<file path="src/rtl/rec_arbiter.sv">
// rec_arbiter: round-robin arbiter that shares one serial recurrent-data buffer
// among NREQ consumers. One buffer read is outstanding at a time; the returned
// ACK + 8-bit LSB-first stream is routed, one cycle late, to the granted consumer.
//
// state     | meaning
// ----------+---------------------------------------------------------------
// ST_IDLE   | no transfer; grant the next pending requester, if any
// ST_WAIT   | BUF_REQ issued, waiting up to TIMEOUT cycles for BUF_ACK (bit0)
// ST_STREAM | receiving bits 1..7 from the buffer and routing them out
module rec_arbiter #(
  parameter int NREQ    = 4,
  parameter int TIMEOUT = 15,
  localparam int ID_W   = $clog2(NREQ),
  localparam int TO_W   = $clog2(TIMEOUT + 1)
) (
  input  logic            CLK,
  input  logic            RSTB,
  input  logic [NREQ-1:0] REQ,
  output logic            BUF_REQ,
  input  logic            BUF_ACK,
  input  logic            BUF_DATA,
  output logic [NREQ-1:0] CL_ACK,
  output logic [NREQ-1:0] CL_DATA,
  output logic [ID_W-1:0] GRANT_ID,
  output logic            BUSY,
  output logic            TIMEOUT_ERR
);

  typedef enum logic [1:0] {
    ST_IDLE   = 2'd0,
    ST_WAIT   = 2'd1,
    ST_STREAM = 2'd2
  } state_t;

  state_t          state, state_nxt;
  logic [NREQ-1:0] pending, pending_nxt, clr_mask;
  logic [ID_W-1:0] last_grant, last_grant_nxt, grant_id_nxt, arb_idx;
  logic            arb_found;
  logic [TO_W-1:0] to_cnt, to_cnt_nxt;
  logic [2:0]      bit_cnt, bit_cnt_nxt;
  logic            buf_req_nxt, timeout_err_nxt, route_en;
  logic [NREQ-1:0] cl_ack_nxt, cl_data_nxt;

  // Round-robin search: first pending index above the last grant, wrapping.
  always_comb begin : arb_search
    int              idx;
    logic [ID_W-1:0] cand;
    arb_found = 1'b0;
    arb_idx   = last_grant;
    idx       = 0;
    cand      = '0;
    for (int i = 1; i <= NREQ; i++) begin
      idx = int'(last_grant) + i;
      if (idx >= NREQ) idx = idx - NREQ;
      cand = ID_W'(idx);
      if (!arb_found && pending[cand]) begin
        arb_found = 1'b1;
        arb_idx   = cand;
      end
    end
  end

  // Next-state, counters, pending update and routed outputs.
  always_comb begin
    state_nxt       = state;
    clr_mask        = '0;
    last_grant_nxt  = last_grant;
    grant_id_nxt    = GRANT_ID;
    to_cnt_nxt      = to_cnt;
    bit_cnt_nxt     = bit_cnt;
    buf_req_nxt     = 1'b0;
    timeout_err_nxt = 1'b0;
    route_en        = 1'b0;
    cl_ack_nxt      = '0;
    cl_data_nxt     = '0;

    case (state)
      ST_IDLE: begin
        if (arb_found) begin
          grant_id_nxt = arb_idx;
          buf_req_nxt  = 1'b1;
          // Down-counter: terminal count 0 marks the last WAIT cycle allowed.
          to_cnt_nxt   = TO_W'(TIMEOUT - 1);
          state_nxt    = ST_WAIT;
        end
      end
      ST_WAIT: begin
        if (BUF_ACK) begin
          route_en    = 1'b1;
          bit_cnt_nxt = 3'd1;
          state_nxt   = ST_STREAM;
        end else if (to_cnt == '0) begin
          timeout_err_nxt    = 1'b1;
          clr_mask[GRANT_ID] = 1'b1;
          last_grant_nxt     = GRANT_ID;
          state_nxt          = ST_IDLE;
        end else begin
          to_cnt_nxt = to_cnt - TO_W'(1);
        end
      end
      ST_STREAM: begin
        route_en = 1'b1;
        if (bit_cnt == 3'd7) begin
          clr_mask[GRANT_ID] = 1'b1;
          last_grant_nxt     = GRANT_ID;
          state_nxt          = ST_IDLE;
        end else begin
          bit_cnt_nxt = bit_cnt + 3'd1;
        end
      end
      default: state_nxt = ST_IDLE;
    endcase

    // A new request in the completion cycle survives the clear.
    pending_nxt = (pending & ~clr_mask) | REQ;

    // ACK is only forwarded from WAIT; ACKs seen in STREAM are spurious.
    if (route_en) begin
      cl_data_nxt[GRANT_ID] = BUF_DATA;
      cl_ack_nxt[GRANT_ID]  = BUF_ACK && (state == ST_WAIT);
    end
  end

  // State and output registers; reset aborts any transfer in flight.
  always_ff @(posedge CLK or negedge RSTB) begin
    if (!RSTB) begin
      state       <= ST_IDLE;
      pending     <= '0;
      last_grant  <= ID_W'(NREQ - 1);
      GRANT_ID    <= '0;
      to_cnt      <= '0;
      bit_cnt     <= '0;
      BUF_REQ     <= 1'b0;
      TIMEOUT_ERR <= 1'b0;
      CL_ACK      <= '0;
      CL_DATA     <= '0;
    end else begin
      state       <= state_nxt;
      pending     <= pending_nxt;
      last_grant  <= last_grant_nxt;
      GRANT_ID    <= grant_id_nxt;
      to_cnt      <= to_cnt_nxt;
      bit_cnt     <= bit_cnt_nxt;
      BUF_REQ     <= buf_req_nxt;
      TIMEOUT_ERR <= timeout_err_nxt;
      CL_ACK      <= cl_ack_nxt;
      CL_DATA     <= cl_data_nxt;
    end
  end

  assign BUSY = (state != ST_IDLE);

endmodule

</file>
<file path="config.mk">
export PLATFORM = sky130hd
export DESIGN_NAME = rec_arbiter
export DESIGN_NICKNAME = d
export VERILOG_FILES = /design/src/rtl/rec_arbiter.sv
export SDC_FILE = /design/constraint.sdc
export NUM_CORES = 1
export LEC_CHECK = 0
export CAP_MARGIN = 20
export CELL_PAD_IN_SITES_DETAIL_PLACEMENT = 1
export CELL_PAD_IN_SITES_GLOBAL_PLACEMENT = 2
export CORE_MARGIN = 5
export CORE_UTILIZATION = 33
export CTS_CLUSTER_DIAMETER = 50
export DETAILED_ROUTE_END_ITERATION = 8
export PLACE_DENSITY_LB_ADDON = 0.25
export SLEW_MARGIN = 40
export SYNTH_ARGS = -nofsm -noshare
export SYNTH_HDL_FRONTEND = slang
export SYNTH_SLANG_ARGS = --single-unit
</file>
<file path="constraint.sdc">
create_clock -name CLK -period 2 [get_ports CLK]
set_input_delay 0.4 -clock CLK [delete_from_list [all_inputs] [get_ports CLK]]
set_output_delay 0.4 -clock CLK [all_outputs]
set_load 0.005 [all_outputs]
</file>
==> Yosys cells after proc, flatten, opt, wreduce, memory -nomap -nowiden <==
Index checks and enable logic that the tools add are counted.
{ "totals": {"regBits": 27, "latch_bits": 0, "ramBits": 0, "romBits": 0, "inputBits": 8, "out_inout_bits": 13, "elab_cells": 115, "memories": 0} }
{ "op_classes": {"n_addsub": 10, "multipliers": 0, "div": 0, "magnitude_cmp": 10, "eq_ne": 11, "shifts": 0, "mux": 51, "bitwise_logic": 5, "reduce_logical": 18} }
{ "ops": {"columns": ["operator", "n"], "rows": [
  ["4-bit 2-to-1 mux", 8],
  ["2-bit 2-to-1 mux", 15],
  ["4-bit case mux with 2 select lines", 2],
  ["2-bit by 3-bit < comparator with 1-bit output (second input constant)", 5],
  ["1-bit 2-to-1 mux", 15],
  ["2-bit inequality test (second input constant)", 7],
  ["4-bit bitwise AND", 3],
  ["3-bit greater-or-equal comparator (second input constant)", 3],
  ["1-bit binary-select mux with 2-bit select", 4],
  ["4-bit AND reduction", 2],
  ["2-bit by 1-bit subtractor with 2-bit output (second input constant)", 4],
  ["2-bit by 2-bit adder with 3-bit output (second input constant)", 2],
  ["3-bit 2-to-1 mux", 2],
  ["2-bit case mux with 3 select lines", 1],
  ["3-bit case mux with 2 select lines", 1],
  ["3-bit AND reduction", 2],
  ["2-bit nonzero test", 3],
  ["1-bit logical AND", 5],
  ["2-bit by 3-bit adder with 4-bit output (second input constant)", 1],
  ["4-bit by 3-bit greater-or-equal comparator with 1-bit output (second input constant)", 1],
  ["4-bit zero test", 1],
  ["4-bit NOT", 1],
  ["4-bit bitwise OR", 1],
  ["2-bit case mux with 2 select lines", 1],
  ["13 further kinds", 15]
]} }

==> Longest topological paths before layout <==
{ "depth": {"depth_word": 17, "mapped_depth": 7, "depth_no_buf": 6} }

==> Worst setup path before layout <==
Ideal clock, no wire load.
{ "synth_path": {"kind": "register to register", "start": "register to_cnt[0]", "end": "register pending[0]", "setup_time_ns": 0.118, "arrival_time_ns": 1.423, "slack_ns": 0.459, "path_stages_with_launch": 7, "synth_period_minus_slack_ns": 1.541, "cell_sequence": "dfrtp_1 inv_1 ha_1 or3b_1 o21ai_1 nand2b_1 a21o_1"} }
{ "synth_between": {"elab_chain_len": 7} }
{ "synth_rtl": {"columns": ["element", "line_no", "text"], "rows": [
  ["start, declared", "39", "logic [TO_W-1:0] to_cnt, to_cnt_nxt;"],
  ["start signal, assigned", "142", "to_cnt <= to_cnt_nxt;"],
  ["4-bit zero test", "92", "end else if (to_cnt == '0) begin"],
  ["4-bit 2-to-1 mux", "92", null],
  ["4-bit 2-to-1 mux", "88", "if (BUF_ACK) begin"],
  ["4-bit case mux with 2 select lines", "77", "case (state)"],
  ["4-bit NOT", "115", "pending_nxt = (pending & ~clr_mask) | REQ;"],
  ["4-bit bitwise AND", "115", null],
  ["4-bit bitwise OR", "115", null],
  ["named net pending_nxt[0]", "36", "logic [NREQ-1:0] pending, pending_nxt, clr_mask;"],
  ["end signal, assigned", "139", "pending <= pending_nxt;"],
  ["end, declared", "36", null]
]} }
The timed path passes the listed nets, and every way through them passes these cells.
A chain may end at the register's enable or synchronous reset.

==> Worst setup path in the final report <==
{ "layout_path": {"start": "register state[0]", "end": "output port BUSY"} }
{ "layout_between": {"elab_chain_len": 1} }
{ "layout_rtl": {"columns": ["element", "line_no", "text"], "rows": [
  ["start, declared", "35", "state_t state, state_nxt;"],
  ["start signal, assigned", "138", "state <= state_nxt;"],
  ["2-bit nonzero test", "151", "assign BUSY = (state != ST_IDLE);"],
  ["end, declared", "25", "output logic BUSY,"]
]} }
No other way between the ends.

==> impl_metrics.env <==
export IMPL_grtUsageTotal_pct=14.5
export IMPL_hold_violations=0
export IMPL_fin_crit_ns=1.92
export IMPL_syn_avg_cell_area_sq_um=9.85
export IMPL_r2r_start="to_cnt[0]"
export IMPL_insertion_delay_ns=0.27
export IMPL_grt_ovfl_total=0
export IMPL_cts_max_level=1
export IMPL_rrSetupSlack_ns=0.20
export IMPL_maxCapViolations=0
export IMPL_finalClockSkew_ns=0.00164
export IMPL_critPathCaptureType="output port"
export IMPL_synth_warnings=0
export IMPL_grt_max_degree=28
export IMPL_critical_path_class="flip-flop to output port"
export IMPL_wl_per_cell_microns=15.8
export IMPL_r2r_cells=6
export IMPL_ir_drop_v=0.000492
export IMPL_ys_async_sr_fraction_pct=100
export IMPL_cts_root_buffer="clkbuf_8"
export IMPL_synth_seq_area_share_pct=50.3
export IMPL_core_sq_um=3970
export IMPL_arrival_ns=1.52
export IMPL_syn_inst=137
export IMPL_place_inst=209
export IMPL_yosys_most_used_dff="dfrtp_1"
export IMPL_io_buffers=20
export IMPL_fillers=455
export IMPL_critPathLaunchType="flip-flop"
export IMPL_setup_violations=0
export IMPL_vias_per_cell=5.13
export IMPL_dp_hpwl_microns=2690
export IMPL_drt_drc_violations_left=0
export IMPL_place_gp_congestion=0.760
export IMPL_design_die_area_sq_um=5470
export IMPL_timing_final_crit_share_pct=96.0
export IMPL_clock_sinks=27
export IMPL_wirelength_microns=3380
export IMPL_fin_cells=214
export IMPL_max_freq_mhz=521
export IMPL_synth_seq_cells=27
export IMPL_worst_pin_slew_ns=0.664
export IMPL_drive_above_1_share_pct=9.15
export IMPL_final_nets=180
export IMPL_worstPathRequired_ns=1.60
export IMPL_die_h_microns=73.9
export IMPL_die_width_microns=73.9
export IMPL_regToRegEndpoint="last_grant[1]"
export IMPL_synth_edf_count=0
export IMPL_cts_max_path_buffers=2
export IMPL_critPathMaxFanout=3
export IMPL_ant_nets=0
export IMPL_first_global_vias=1226
export IMPL_cts_made_buffers=3
export IMPL_first_pass_iters=4
export IMPL_antenna_found_initial=0
export IMPL_p_per_area_nw_per_um2=1210
export IMPL_power_mw=2.04
export IMPL_synth_distinct_cells=36
export IMPL_syn_nets=152
export IMPL_power_leakage_nw=0.740
export IMPL_relSlewSlack_pct=55.1
export IMPL_syn_to_final_growth_pct=24.8
export IMPL_ios=21
export IMPL_rows=23
export IMPL_grt_pass1_wl_microns=6070
export IMPL_drt_iter0_markers=46
export IMPL_syn_cell_area_sq_um=1350
export IMPL_clk_pin_slew_ns=0.09
export IMPL_hp_class="input pin to async pin"
export IMPL_diodes=0
export IMPL_drv_slew=0
export IMPL_tns_ns=0
export IMPL_cts_tree="built"
export IMPL_routed_via_count=1097
export IMPL_initial_core_util_pct=34.0
export IMPL_status="completed"
what timing repair did:
item,in CTS,in global routing
hold buffers,0,0
setup endpoints to repair,0,5
resized for setup,0,1
buffers inserted,0,1
per-layer routing:
metal / global-route usage, % / up-vias / routed length (microns)
li1: - / 531 / -
met1: 17.7 / 544 / 1470
met2: 25.5 / 17 / 1720
met3: 2.84 / 5 / 152
met4: 4.83 / 0 / 46
met5: 0 / - / 0
logic make-up after synthesis:
kind of cell,synth area share [%]
buf+inv,3.90
mux,0.835
simple gates,21.7
flops,50.3
compound gates,16.8
fa+ha+maj,6.49
how the worst max path moves through the flow:
stage                     cells after the start  startpoint       endpoint
final                                         4    state[0]           BUSY
after global routing                          4    state[0]           BUSY
after CTS                                     4    state[0]           BUSY
after detailed placement                      5     BUF_ACK  last_grant[1]
after global placement                        5     BUF_ACK      to_cnt[2]
after floorplan                               6   to_cnt[0]     pending[0]
state kept, by name, summed over array words and instances, names as in the netlist:
signal	flops
BUF_REQ	1
CL_ACK	4
CL_DATA	4
GRANT_ID	2
TIMEOUT_ERR	1
bit_cnt	3
last_grant	2
pending	4
state	2
to_cnt	4
final cells by class:
cell class / instances / area, sq um / share of cell area [%]
repair buffers: 25 / 238 / 14.1
inverters: 10 / 37.5 / 2.23
clock inverters: 1 / 7.51 / 0.446
multi-input cells: 98 / 618 / 36.7
clock buffers: 3 / 41.3 / 2.45
flip-flops and latches: 27 / 678 / 40.3
well taps: 50 / 62.6 / 3.72
through the flow:
stage	setup WS (ns)	hold WS, ns	cell area, sq um	util (%)
floorplan	0.459	0.104	1350	-
global placement	0.160	0.469	1630	41.0
detailed placement	0.0338	0.499	1630	41.0
CTS	0.0476	0.502	1680	42.2
global route	-0.00564	0.524	1680	42.4
finish	0.0799	0.497	1680	42.4
layout by cell type (no fill, tap or decap), drive strengths merged, types with 2 or more instances in the layout:
master | Yosys | final
dfrtp | 25 | 25
clkdlybuf4s50 | 0 | 20
nor2 | 17 | 17
nand2 | 12 | 12
inv | 10 | 10
o21ai | 9 | 9
nand2b | 8 | 8
ha | 7 | 7
a21oi | 6 | 6
nand3 | 5 | 5
a21o | 5 | 5
o22ai | 5 | 5
buf | 1 | 5
clkbuf | 1 | 3
o31ai | 3 | 3
and2 | 2 | 2
a31oi | 2 | 2
dfstp | 2 | 2
worst max-delay path, stage by stage (launching register included):
cell and delay (ns):
dfrtp_1 0.38, inv_1 0.07, ha_1 0.21, inv_1 0.07, clkdlybuf4s50_1 0.50
cell usage after synthesis, drive strengths merged (2+ instances only):
master / count / area, sq um
dfrtp: 25 / 626
nor2: 17 / 63.8
nand2: 12 / 45.0
inv: 10 / 37.5
o21ai: 9 / 45.0
nand2b: 8 / 50.1
ha: 7 / 87.6
a21oi: 6 / 30.0
a21o: 5 / 37.5
nand3: 5 / 25.0
o22ai: 5 / 31.3
o31ai: 3 / 27.5
a31oi: 2 / 12.5
and2: 2 / 12.5
dfstp: 2 / 52.6
report_power, final:
part	total [mW]	switching [mW]	internal (mW)
Sequential	0.802	0.123	0.679
Combinational	0.921	0.500	0.421
Clock	0.318	0.176	0.142
No activity file was read; power rests on OpenSTA's default activity.
==> variant 1: new RTL, same settings <==
Re-encode `state_t` (3 states) as one-hot, 3 bits wide.
--- a/src/rtl/rec_arbiter.sv
+++ b/src/rtl/rec_arbiter.sv
@@ -26,10 +26,10 @@
   output logic            TIMEOUT_ERR
 );
 
-  typedef enum logic [1:0] {
-    ST_IDLE   = 2'd0,
-    ST_WAIT   = 2'd1,
-    ST_STREAM = 2'd2
+  typedef enum logic [2:0] {
+    ST_IDLE   = 3'b001,
+    ST_WAIT   = 3'b010,
+    ST_STREAM = 3'b100
   } state_t;
 
   state_t          state, state_nxt;
Behaviour: same outputs for any inputs over 10 cycles, from zero or initial values and one cycle with RSTB low; not proved beyond that.
==> variant 1 against the original RTL <==
Sequential cell count increased by 1. Non-clock buffer count increased by 4. Total power decreased by 9.0%. Synthesized cell count decreased by 14%. Setup slack got worse by 0.018 ns. Area after synthesis decreased by 7.0%. Clock power increased by 40%. Routed wire length decreased by 13%. Final area decreased by 2.1%. Largest power group is now registers.
==> variant 1: results (changes against the original RTL) <==
Pwr
  • Sequential power: 0.819 mW (+2%)
  • VDD IR max: 0.464 mV (-5.5%)
  • Comb pwr share: 31.9% (-13 points)
  • Power, Total: 1.86 mW (-9.0%)
  • Switching part of the total: 31.0% (-8.2 points)
  • Leakage: 0.682 nW (-7.8%)

Synth
  • Commonest cells in the netlist: 25 x dfrtp_1, 15 x nor2_1, 9 x a21oi_1
  • Synthesized Nets: 129 (-15%)
  • Post-Synth Adder-Cell Area: 2.99% (-3.5 points)
  • Largest cells by area after synthesis: dfrtp_1 50%, dfstp_2 6.3%, nor2_1 4.5%, a21oi_1 3.6%, o21ai_0 3.2%
  • Sequential element share of the synthesized area: 56.1% (+5.9 points)
  • Mux share of post-synthesis cell area: 2.59% (+1.8 points)
  • Post-synthesis cell type count: 37 (+2.8%)
  • Post-Syn Instances: 118 (-14%)
  • Compound-Gate Fraction of Synth Area: 11.9% (-4.9 points)
  • Async SR Flop Fraction: 100% (unchanged)

Status
  • Status: finished, final reports clean

Hold path
  • Hold Path Class: input pin to async pin

Drt
  • Drt wl/cell: 14.9 um (-5.7%)
  • Drt first pass iters: 2 (-2)
  • Drt first-iter violations: 18 (-61%)
  • Drt total wl: 2.94 mm (-13%)
  • Vias per Instance: 4.98 (-2.9%)

Worst setup path
  • Max FO, Critical Path: 3 (unchanged)
  • CP delay by family, top: flip-flops
  • Slowest CP cell: dfstp_2
  • Timing startpoint of the critical path: state[0]$_DFFE_PN1P_
  • Worst Setup EP: BUSY
  • CP max stage delay: 0.54 ns (+0.04 ns)
  • R2R depth: 5 (-1)

STA
  • Relative slew slack: 66.7% (+12 points)
  • Hold WS: 0.497 ns (-0.000182 ns)
  • Final WS setup: 0.0618 ns (-0.0181 ns)
  • Final Skew: 0.00671 ns (+0.00507 ns)

Finish
  • Final nets: 161 (-11%)
  • Post-route design area: 0.00165 mm2 (-2.1%)
  • Share of cells above drive strength 1: 15.4% (+6.3 points)

Global route
  • First-pass GRT wire length: 5.02 mm (-17%)
  • Vias in the first global route: 1,061 (-13%)
  • Largest net degree at the start of global routing: 29 (+3.6%)
  • GRT Util Overall: 12.2% (-2.2 points)

Placement
  • Final HPWL DP: 2.18 mm (-19%)
  • Place WS: -0.103 ns (-0.137 ns)
  • Global placer's final weighted congestion: 0.774 (+1.9%)
  • Placed inst area: 0.00156 mm2 (-3.9%)
  • Inst Count DP: 192 (-8.1%)
variant 1: cell types whose count changed after synthesis, sizes merged, moves of 4 or more:
cell,delta
inv,-5
nand2,-5
a21o,-4
ha,-4
nand2b,-4
nand3,-4
nor3,+4
o22ai,-4
variant 1: cell type report:
class / instances / area, um2
Timing Repair Buffer: 29 / 268
Clock inverter: 1 / 30.0
Clock buffer: 3 / 41.3
Multi-Input combinational cell: 83 / 524
Inverter: 5 / 18.8
Fill cell: 422 / 2010
Sequential cell: 28 / 706
Tap cell: 48 / 60.1
variant 1: repair_timing:
item                       CTS  global route
setup buffers                1             0
gates resized for setup      1             1
setup endpoints to repair    1             1
variant 1: routing by layer:
| metal | share of wire, % | routed length (um) | vias to the layer above | GRT usage, % |
|---|---|---|---|---|
| li1 | - | - | 485 | - |
| met1 | 44 | 1300 | 481 | 15.0 |
| met2 | 51 | 1490 | 13 | 20.8 |
| met3 | 4.7 | 138 | 2 | 3.37 |
| met4 | 0.34 | 10 | 0 | 3.76 |
| met5 | 0 | 0 | - | 0 |
==> variant 2: new RTL, config.mk and constraints unchanged <==
Made on the original files. Set the parameter `TIMEOUT` to 16 (it was 15).
--- a/src/rtl/rec_arbiter.sv
+++ b/src/rtl/rec_arbiter.sv
@@ -9,7 +9,7 @@
 // ST_STREAM | receiving bits 1..7 from the buffer and routing them out
 module rec_arbiter #(
   parameter int NREQ    = 4,
-  parameter int TIMEOUT = 15,
+  parameter int TIMEOUT = 16,
   localparam int ID_W   = $clog2(NREQ),
   localparam int TO_W   = $clog2(TIMEOUT + 1)
 ) (
Function: same outputs for any inputs over 10 cycles, from zero or initial values and one cycle with RSTB low; that may be too few to reach the edited logic, so the function may still have changed.
==> variant 2 against the original RTL <==
Core utilization grew 0.75 points. Routed wire length up 9.6%. Final area grew 10%. Area after synthesis rose by 6.6%. Via count grew 7.3%. Fmax increased by 1.9%. Clock skew up 0.0015 ns. Sequential cell count grew 1. Non-clock buffer count up 6. Setup slack improved by 0.036 ns. Total power increased by 20%. Largest power group unchanged.
==> variant 2: results (changes against the original RTL) <==
Synth
  • Post-synthesis cell type count: 41 (+14%)
  • Sequential element share of the synthesized area: 48.9% (-1.4 points)

Finish
  • Share of cells above drive strength 1: 16.3% (+7.1 points)
  • Invs w/o clock: 8 (-2)
  • Non-CTS buffers: 31 (+24%)
  • Multi-input gate share of total cell area: 37.8% (+1.0 points)
  • Sequential share of cell area: 38.0% (-2.3 points)
  • Final nets: 188 (+4.4%)

Placement
  • Place WS: 0.0514 ns (+0.0176 ns)
  • Placed inst area: 0.00176 mm2 (+8.4%)

Global route
  • Vias in the first global route: 1,266 (+3.3%)
  • Met1 capacity usage during global routing: 17.7% (+0.030 points)
  • Met3 Usage GRT: 2.60% (-0.24 points)
  • First-pass GRT wire length: 6.38 mm (+5.1%)
  • GRT Util Overall: 13.3% (-1.2 points)

STA
  • Slew @ Worst Pin: 0.604 ns (-0.0596 ns)

Drt
  • DRT met1 WL: 1.72 mm (+17%)
  • Met2 wire len: 1.81 mm (+5.1%)
  • Drt first-iter violations: 39 (-15%)
  • DR WL met3: 160 um (+5.3%)

Worst setup path
  • FF-to-FF End: to_cnt[2]$_DFFE_PN0P_
  • R2R depth: 7 (+1)
  • Worst EP arrival: 1.48 ns (-0.04 ns)
  • Timing startpoint of the critical path: state[1]$_DFFE_PN0P_

Die
  • Die area: 0.00578 mm2 (+5.7%)

Status
  • Status: finished, final reports clean
-- variant 2: changes by cell type after synthesis, sizes merged, moves of 2 or more --
cell	unedited run	this run
o21ai	9	15
o22ai	5	0
a21o	5	2
nor2	17	14
o211ai	0	3
a22o	0	2
inv	10	8
nand3	5	3
nor2b	1	3
nor3	1	3
-- variant 2: timing repair --
action                     in CTS  in global routing
buffers inserted                1                  1
resized for setup               0                  1
setup endpoints to repair       1                  1
-- variant 2: logic make-up after synthesis --
group	after synthesis	synth area share, %
AND/OR/NAND/NOR	52	21.9
AO/OA/AOI/OAI	40	18.9
flip-flops	28	48.9
buffers and inverters	10	2.61
adder cells (fa/ha/maj)	7	6.09
multiplexers	2	1.57
-- variant 2: power breakdown --
part           total, mW  internal (mW)  switching, mW
Sequential         0.862          0.721          0.141
Clock              0.444          0.268          0.176
Combinational       1.15          0.545          0.602
-- variant 2: critical path: cells and delay by family, from the launching register on --
family | cells | cell delay [ns]
buf+inv | 3 | 0.64
flops | 1 | 0.38
fa+ha+maj | 1 | 0.19
